[src/rtl/rf_write_ctrl.sv]
// Register-file write controller: arbitrates two writeback ports into a pending-write
// FIFO, drains it in acceptance order and forwards the youngest pending data to lookups.
module rf_write_ctrl #(
    parameter int DEPTH = 4
) (
    input  logic        clk,
    input  logic        rst,
    input  logic        a_valid,
    input  logic [4:0]  a_addr,
    input  logic [31:0] a_data,
    output logic        a_ready,
    input  logic        b_valid,
    input  logic [4:0]  b_addr,
    input  logic [31:0] b_data,
    output logic        b_ready,
    input  logic        wb_hold,
    output logic        rf_wen,
    output logic [4:0]  rf_addr_w,
    output logic [31:0] rf_data_w,
    input  logic [4:0]  q_addr1,
    input  logic [4:0]  q_addr2,
    output logic        q_hit1,
    output logic        q_hit2,
    output logic [31:0] q_data1,
    output logic [31:0] q_data2
);

    localparam int PW = (DEPTH > 1) ? $clog2(DEPTH) : 1;
    localparam int CW = $clog2(DEPTH + 1);
    localparam logic [CW-1:0] FULL_CNT = CW'(DEPTH);

    logic [4:0]    r_addr [DEPTH];
    logic [31:0]   r_data [DEPTH];
    logic [PW-1:0] r_rd_ptr;
    logic [PW-1:0] r_wr_ptr;
    logic [CW-1:0] r_count;
    logic [1:0]    r_b_wait;

    logic          w_starve;
    logic          w_not_full;
    logic          w_a_acc;
    logic          w_b_acc;
    logic          w_push;
    logic          w_pop;
    logic [4:0]    w_push_addr;
    logic [31:0]   w_push_data;
    logic [4:0]    w_q_addr [2];
    logic          w_q_hit  [2];
    logic [31:0]   w_q_data [2];

    assign w_starve   = (r_b_wait == 2'd3);
    assign w_not_full = (r_count < FULL_CNT);

    // Port readiness; nothing is accepted while reset is asserted.
    always_comb begin
        a_ready = 1'b0;
        b_ready = 1'b0;
        if (rst) begin
            a_ready = 1'b0;
            b_ready = 1'b0;
        end else begin
            a_ready = w_not_full & ~(b_valid & w_starve);
            b_ready = w_not_full & (~a_valid | w_starve);
        end
    end

    assign w_a_acc = a_valid & a_ready;
    assign w_b_acc = b_valid & b_ready;

    // Select the accepted request; the two readies are mutually exclusive when both are valid.
    always_comb begin
        w_push_addr = 5'd0;
        w_push_data = 32'd0;
        if (w_b_acc) begin
            w_push_addr = b_addr;
            w_push_data = b_data;
        end else begin
            w_push_addr = a_addr;
            w_push_data = a_data;
        end
    end

    // Writes to r0 are acknowledged but never queued.
    assign w_push = (w_a_acc | w_b_acc) & (w_push_addr != 5'd0);
    assign w_pop  = rf_wen;

    // Register-file write port driven from the FIFO head.
    always_comb begin
        rf_wen    = 1'b0;
        rf_addr_w = 5'd0;
        rf_data_w = 32'd0;
        if (rst) begin
            rf_wen = 1'b0;
        end else begin
            rf_wen = (r_count != {CW{1'b0}}) & ~wb_hold;
        end
        if (r_count != {CW{1'b0}}) begin
            rf_addr_w = r_addr[r_rd_ptr];
            rf_data_w = r_data[r_rd_ptr];
        end else begin
            rf_addr_w = 5'd0;
            rf_data_w = 32'd0;
        end
    end

    // FIFO pointers and occupancy.
    always_ff @(posedge clk) begin
        if (rst) begin
            r_rd_ptr <= {PW{1'b0}};
            r_wr_ptr <= {PW{1'b0}};
            r_count  <= {CW{1'b0}};
        end else begin
            if (w_push) begin
                r_wr_ptr <= r_wr_ptr + PW'(1);
            end else begin
                r_wr_ptr <= r_wr_ptr;
            end
            if (w_pop) begin
                r_rd_ptr <= r_rd_ptr + PW'(1);
            end else begin
                r_rd_ptr <= r_rd_ptr;
            end
            case ({w_push, w_pop})
                2'b10:   r_count <= r_count + CW'(1);
                2'b01:   r_count <= r_count - CW'(1);
                default: r_count <= r_count;
            endcase
        end
    end

    // FIFO storage; validity is tracked solely by the pointers and count.
    always_ff @(posedge clk) begin
        if (w_push) begin
            r_addr[r_wr_ptr] <= w_push_addr;
            r_data[r_wr_ptr] <= w_push_data;
        end
    end

    // Port B starvation counter: saturates while B waits, clears on accept or withdrawal.
    always_ff @(posedge clk) begin
        if (rst) begin
            r_b_wait <= 2'd0;
        end else if (~b_valid | w_b_acc) begin
            r_b_wait <= 2'd0;
        end else if (r_b_wait != 2'd3) begin
            r_b_wait <= r_b_wait + 2'd1;
        end else begin
            r_b_wait <= r_b_wait;
        end
    end

    assign w_q_addr[0] = q_addr1;
    assign w_q_addr[1] = q_addr2;

    // Forwarding lookup: scan oldest to youngest so the youngest match wins.
    always_comb begin
        logic [PW-1:0] w_idx;
        w_idx = {PW{1'b0}};
        for (int q = 0; q < 2; q++) begin
            w_q_hit[q]  = 1'b0;
            w_q_data[q] = 32'd0;
            for (int i = 0; i < DEPTH; i++) begin
                w_idx = r_rd_ptr + PW'(i);
                if ((CW'(i) < r_count) && (w_q_addr[q] != 5'd0) &&
                    (r_addr[w_idx] == w_q_addr[q])) begin
                    w_q_hit[q]  = 1'b1;
                    w_q_data[q] = r_data[w_idx];
                end else begin
                    w_q_hit[q]  = w_q_hit[q];
                    w_q_data[q] = w_q_data[q];
                end
            end
        end
    end

    assign q_hit1  = w_q_hit[0];
    assign q_hit2  = w_q_hit[1];
    assign q_data1 = w_q_data[0];
    assign q_data2 = w_q_data[1];

endmodule

[config.mk]
export PLATFORM = sky130hd
export DESIGN_NAME = rf_write_ctrl
export DESIGN_NICKNAME = d
export VERILOG_FILES = /design/src/rtl/rf_write_ctrl.sv
export SDC_FILE = /design/constraint.sdc
export NUM_CORES = 1
export LEC_CHECK = 0
export BUFFER_PORTS_ARGS = -buffer_cell sky130_fd_sc_hd__buf_2
export CAP_MARGIN = 20
export CORE_MARGIN = 4
export CORE_UTILIZATION = 58
export CTS_CLUSTER_DIAMETER = 150
export CTS_CLUSTER_SIZE = 25
export DETAILED_ROUTE_END_ITERATION = 16
export GPL_TIMING_DRIVEN = 1
export PLACE_DENSITY = 0.82
export SLEW_MARGIN = 20
export SYNTH_ARGS = -nofsm -noshare
export SYNTH_HDL_FRONTEND = slang
export SYNTH_SLANG_ARGS = --single-unit
[constraint.sdc]
create_clock -name clk -period 4.6 [get_ports clk]
set_input_delay 0.46 -clock clk [delete_from_list [all_inputs] [get_ports clk]]
set_output_delay 0.46 -clock clk [all_outputs]
set_load 0.1 [all_outputs]
==> run_results.csv <==
group,metric,value,unit
setup_path,crit_required,4140,ps
route,detail_route.wirelength,35.57,mm
place,placed_cell_area,13560,sq um
pwr,clkPwrFrac,0.248,
grt,antenna_violations_before_repair,0,
place,globalplace.congestion,0.9233,
sta,timing.fmax,232.4,MHz
place,place.detailed.hpwl,22.95,mm
floorplan,die-height,152.8,microns
hold_path,hp-start,"b_data[16]",
sta,setup_repair_after_global_routing_missed_its_margin,"false",
yosys,yosys.area_share.xor_xnor,0.03096,
yosys,synth.cell_area,12160,sq um
place,io_buf_count,194,
pwr,ir_worst_vdd,0.0003747,V
yosys,ys_dominant_reg_cell,"sky130_fd_sc_hd__edfxtp_1",
setup_path,crit_buf_inv,2,
clocking,cts_tree,"yes",
setup_path,timing.reg2reg.setup_slack,1290,ps
route,maxUsedRoutingLayer,"met4",
setup_path,cpPeakStageDelay,630,ps
finish,multi_input_area,7177,sq um
route,wl_met2,17.84,mm
hold_path,hold-path-endpoint,"r_data[2][16]",
floorplan,chipWidth,152.8,microns
sta,finalHoldViolCount,0,
finish,regArea,4677,sq um
clocking,clk_path_buf_depth,2,
route,drc,0,
yosys,ys_warn_count,0,
setup_path,crit-reg2reg-capture,"r_count[2]",
finish,layout-drive-gt1-share,0.4089,
setup_path,worst_ep_arrival_time,3840,ps
finish,finish.utilization,0.6928,
sta,skew,5.052,ps
grt,maximum_number_of_pins_on_one_net_before_global_route_repair,72,
hold_path,hold_path.class,"primary input to flip-flop",
sta,max_slew_margin_vs_limit,0.4218,
setup_path,worst-path-max-fanout,21,
route,post_drt_via_cell_ratio,6.915,
grt,globalRouteOverflowTotal,0,
yosys,synth.lib_cells_used.distinct,59,
yosys,synth_edf_count,148,
sta,final-max-slew-violation-count,0,
clocking,clk-insertion-delay-late,420,ps
grt,grt_pass1_vias,9978,
yosys,synth_mux_area_frac,0.2488,
place,post-place-ws,637.3,ps
route,num_vias,10140,
outcome,status,"completed",
grt,grt_pass1_wl,55.13,mm
clocking,cts.sinks,159,
clocking,htree_num_levels,4,
clocking,cts_resized,0,
yosys,synthCells,1052,
route,number_of_search_and_repair_iterations_in_the_first_detailed_routing_pass,5,
grt,track_usage,0.2950,
yosys,main_combinational_cell_family_by_area_after_synthesis,"multiplexers",
sta,tightest_slew,867.3,ps
yosys,synth_fa_ha_area_frac,0.01029,
floorplan,io_pins,195,
clocking,cts_setup_buffers,0,
pwr,seq_power_share,0.313,
floorplan,start_util,0.5954,
clocking,ctsHoldBuffers,0,
yosys,ys_async_sr_fraction,0,
route,route.detailed.wl_per_inst,24.26,microns
sta,holdWs,382.0,ps
finish,fillers,1506,
pwr,p_int,3.186,mW
finish,final_area,14150,sq um
yosys,syn_area_cell,11.56,sq um
pwr,p_sw_frac,0.4367,
setup_path,rr_worst_depth,9,
finish,syn2layout_area_growth,16.37,%
hold_path,whs_path_depth,2,
floorplan,area_of_the_core_region,20430,sq um
route,final_antenna_violating_net_count,0,
pwr,pwr-share-comb,0.438,
setup_path,start_kind,"flip-flop",
setup_path,critPathCaptureType,"output pin",
clocking,clock_pin_transition_on_the_worst_setup_and_hold_timing_paths,60,ps
sta,final_period_minus_worst_setup_slack,4302,ps
yosys,synth.net_count,1151,
route,detailedRoute.firstIterationViolations,1097,
pwr,power.density,399.6,nW/um^2
finish,final_net_count,1282,
route,route.met3.wl,3.405,mm
floorplan,rows,52,
floorplan,die_area,23350,sq um
pwr,switching_power,2.470,mW
setup_path,setup.worst_path.class,"flip-flop to output pin",
yosys,yosysSeqAreaShare,0.3835,
setup_path,master_of_the_slowest_instance_on_the_critical_path,"sky130_fd_sc_hd__and2_2",
pwr,leakagePower,4.867,nW
setup_path,critical_path.cell_chain,"mux4_2 > xor2_1 > nor4_2 > and2_2 > buf_4 > a221o_1 > a31o_2 > buf_2",
sta,ratio_of_final_minimum_period_to_clock_period,0.9353,
yosys,synth_simple_gate_area_frac,0.1360,
clocking,cts.root.buffer_cell,"sky130_fd_sc_hd__clkbuf_16",
route,routedLengthMet1,13.37,mm
clocking,tritoncts.num_buffers,17,
yosys,share_of_the_synthesized_area_in_compound_gates_ao_oa_aoi_oai,0.1435,
finish,antenna_cells_inserted,0,
setup_path,critical-path-top-delay-family,"simple AND/OR/NAND/NOR gates",
sta,worst_slack,297.8,ps
sta,final-setup-viol-count,0,
yosys,ys_ff_latch,159,
setup_path,crit-reg2reg-launch,"r_b_wait[0]",
flow_run,max_cap_viol_count,0,
[state kept, by name (all words and copies together) (netlist names), named ones only]
signal,count
r_b_wait,2
r_data,128
r_rd_ptr,2
r_count,3
r_addr,20
r_wr_ptr,2
[worst reg2reg max path: cells and delay by family, from the launching register on]
kind | cells | cell delay [ps]
simple gates | 3 | 1130
compound gates | 2 | 380
buf+inv | 1 | 250
fa+ha+maj | 2 | 560
mux | 1 | 570
flops | 1 | 350
[power by group through the flow]
stage               clock [mW]  sequential [mW]  combinational, mW
CTS                       1.41             1.77               2.47
detailed placement           0             1.80               2.46
floorplan                    0             1.74               2.05
global placement             0             1.79               2.44
global route              1.47             1.78               2.59
finish                    1.41             1.77               2.48
[per-layer routing]
metal  vias up  global-route usage
met1      5004              0.3821
li1       4401                   -
met2       644              0.5009
met3        88             0.05485
met5         -                   0
met4         0              0.1061
[how the worst max path moves through the flow]
stage                startpoint     endpoint  slack (ps)  cells past startpoint
finish              r_rd_ptr[0]   q_data2[0]         300                      8
global route        r_rd_ptr[0]   q_data2[0]         180                      8
CTS                 r_rd_ptr[1]  q_data1[29]         170                      8
detailed placement  r_rd_ptr[1]  q_data1[29]         640                      8
global placement    r_rd_ptr[0]  q_data1[29]         700                      8
floorplan           r_rd_ptr[1]  q_data1[30]        -170                     10
[cells by family after synthesis]
group | after synthesis
simple gates | 283
compound gates | 244
mux | 187
flops | 159
buf+inv | 126
xor+xnor | 43
fa+ha+maj | 10
[stage by stage]
stage | instances | setup TNS (ps) | power, mW
after global routing | 1466 | 0 | 5.844
final | 1466 | 0 | 5.656
after CTS | 1466 | 0 | 5.647
after floorplan | 1052 | -167.0 | 3.792
after global placement | 1433 | 0 | 4.230
after detailed placement | 1434 | 0 | 4.258
[synthesized netlist by cell type (7+ instances only)]
cell type                  count  area share
sky130_fd_sc_hd__edfxtp_1    148        0.37
sky130_fd_sc_hd__nor2_1      109       0.034
sky130_fd_sc_hd__xor2_1       12      0.0086
sky130_fd_sc_hd__nor3_2       29       0.024
sky130_fd_sc_hd__a21oi_1      64       0.026
sky130_fd_sc_hd__buf_1         8      0.0025
sky130_fd_sc_hd__nand4_1       7      0.0036
sky130_fd_sc_hd__nor3b_1      32       0.020
sky130_fd_sc_hd__nor2b_1      41       0.021
sky130_fd_sc_hd__dfxtp_1      11       0.018
sky130_fd_sc_hd__a221o_1      29       0.024
sky130_fd_sc_hd__mux2i_1      38       0.031
sky130_fd_sc_hd__nand2b_1     31       0.016
sky130_fd_sc_hd__a31oi_1      31       0.016
sky130_fd_sc_hd__a211oi_1     62       0.038
sky130_fd_sc_hd__mux2_2       63       0.058
sky130_fd_sc_hd__inv_1        14      0.0043
sky130_fd_sc_hd__mux4_2       86        0.16
sky130_fd_sc_hd__a31o_1       28       0.020
sky130_fd_sc_hd__ha_1         10       0.010
sky130_fd_sc_hd__buf_2        30       0.012
sky130_fd_sc_hd__xnor2_1      31       0.022
sky130_fd_sc_hd__clkbuf_1     63       0.019
[cell usage in the layout (no fill, tap or decap), drive strengths merged, types with 33 or more instances in the layout]
cell and instances:
nor2b 41, buf 223, nor2 109, mux2 63, a21oi 64, mux2i 38, mux4 86, nor3 33
edfxtp 148, a211oi 63
[layout make-up]
class | count | area share
Multi-Input combinational cell | 767 | 0.5071
Sequential cell | 159 | 0.3304
Timing Repair Buffer | 223 | 0.09326
Clock buffer | 17 | 0.03006
Tap cell | 270 | 0.02387
Clock inverter | 15 | 0.01132
Inverter | 15 | 0.003978
(Power assumes the default switching activity.)
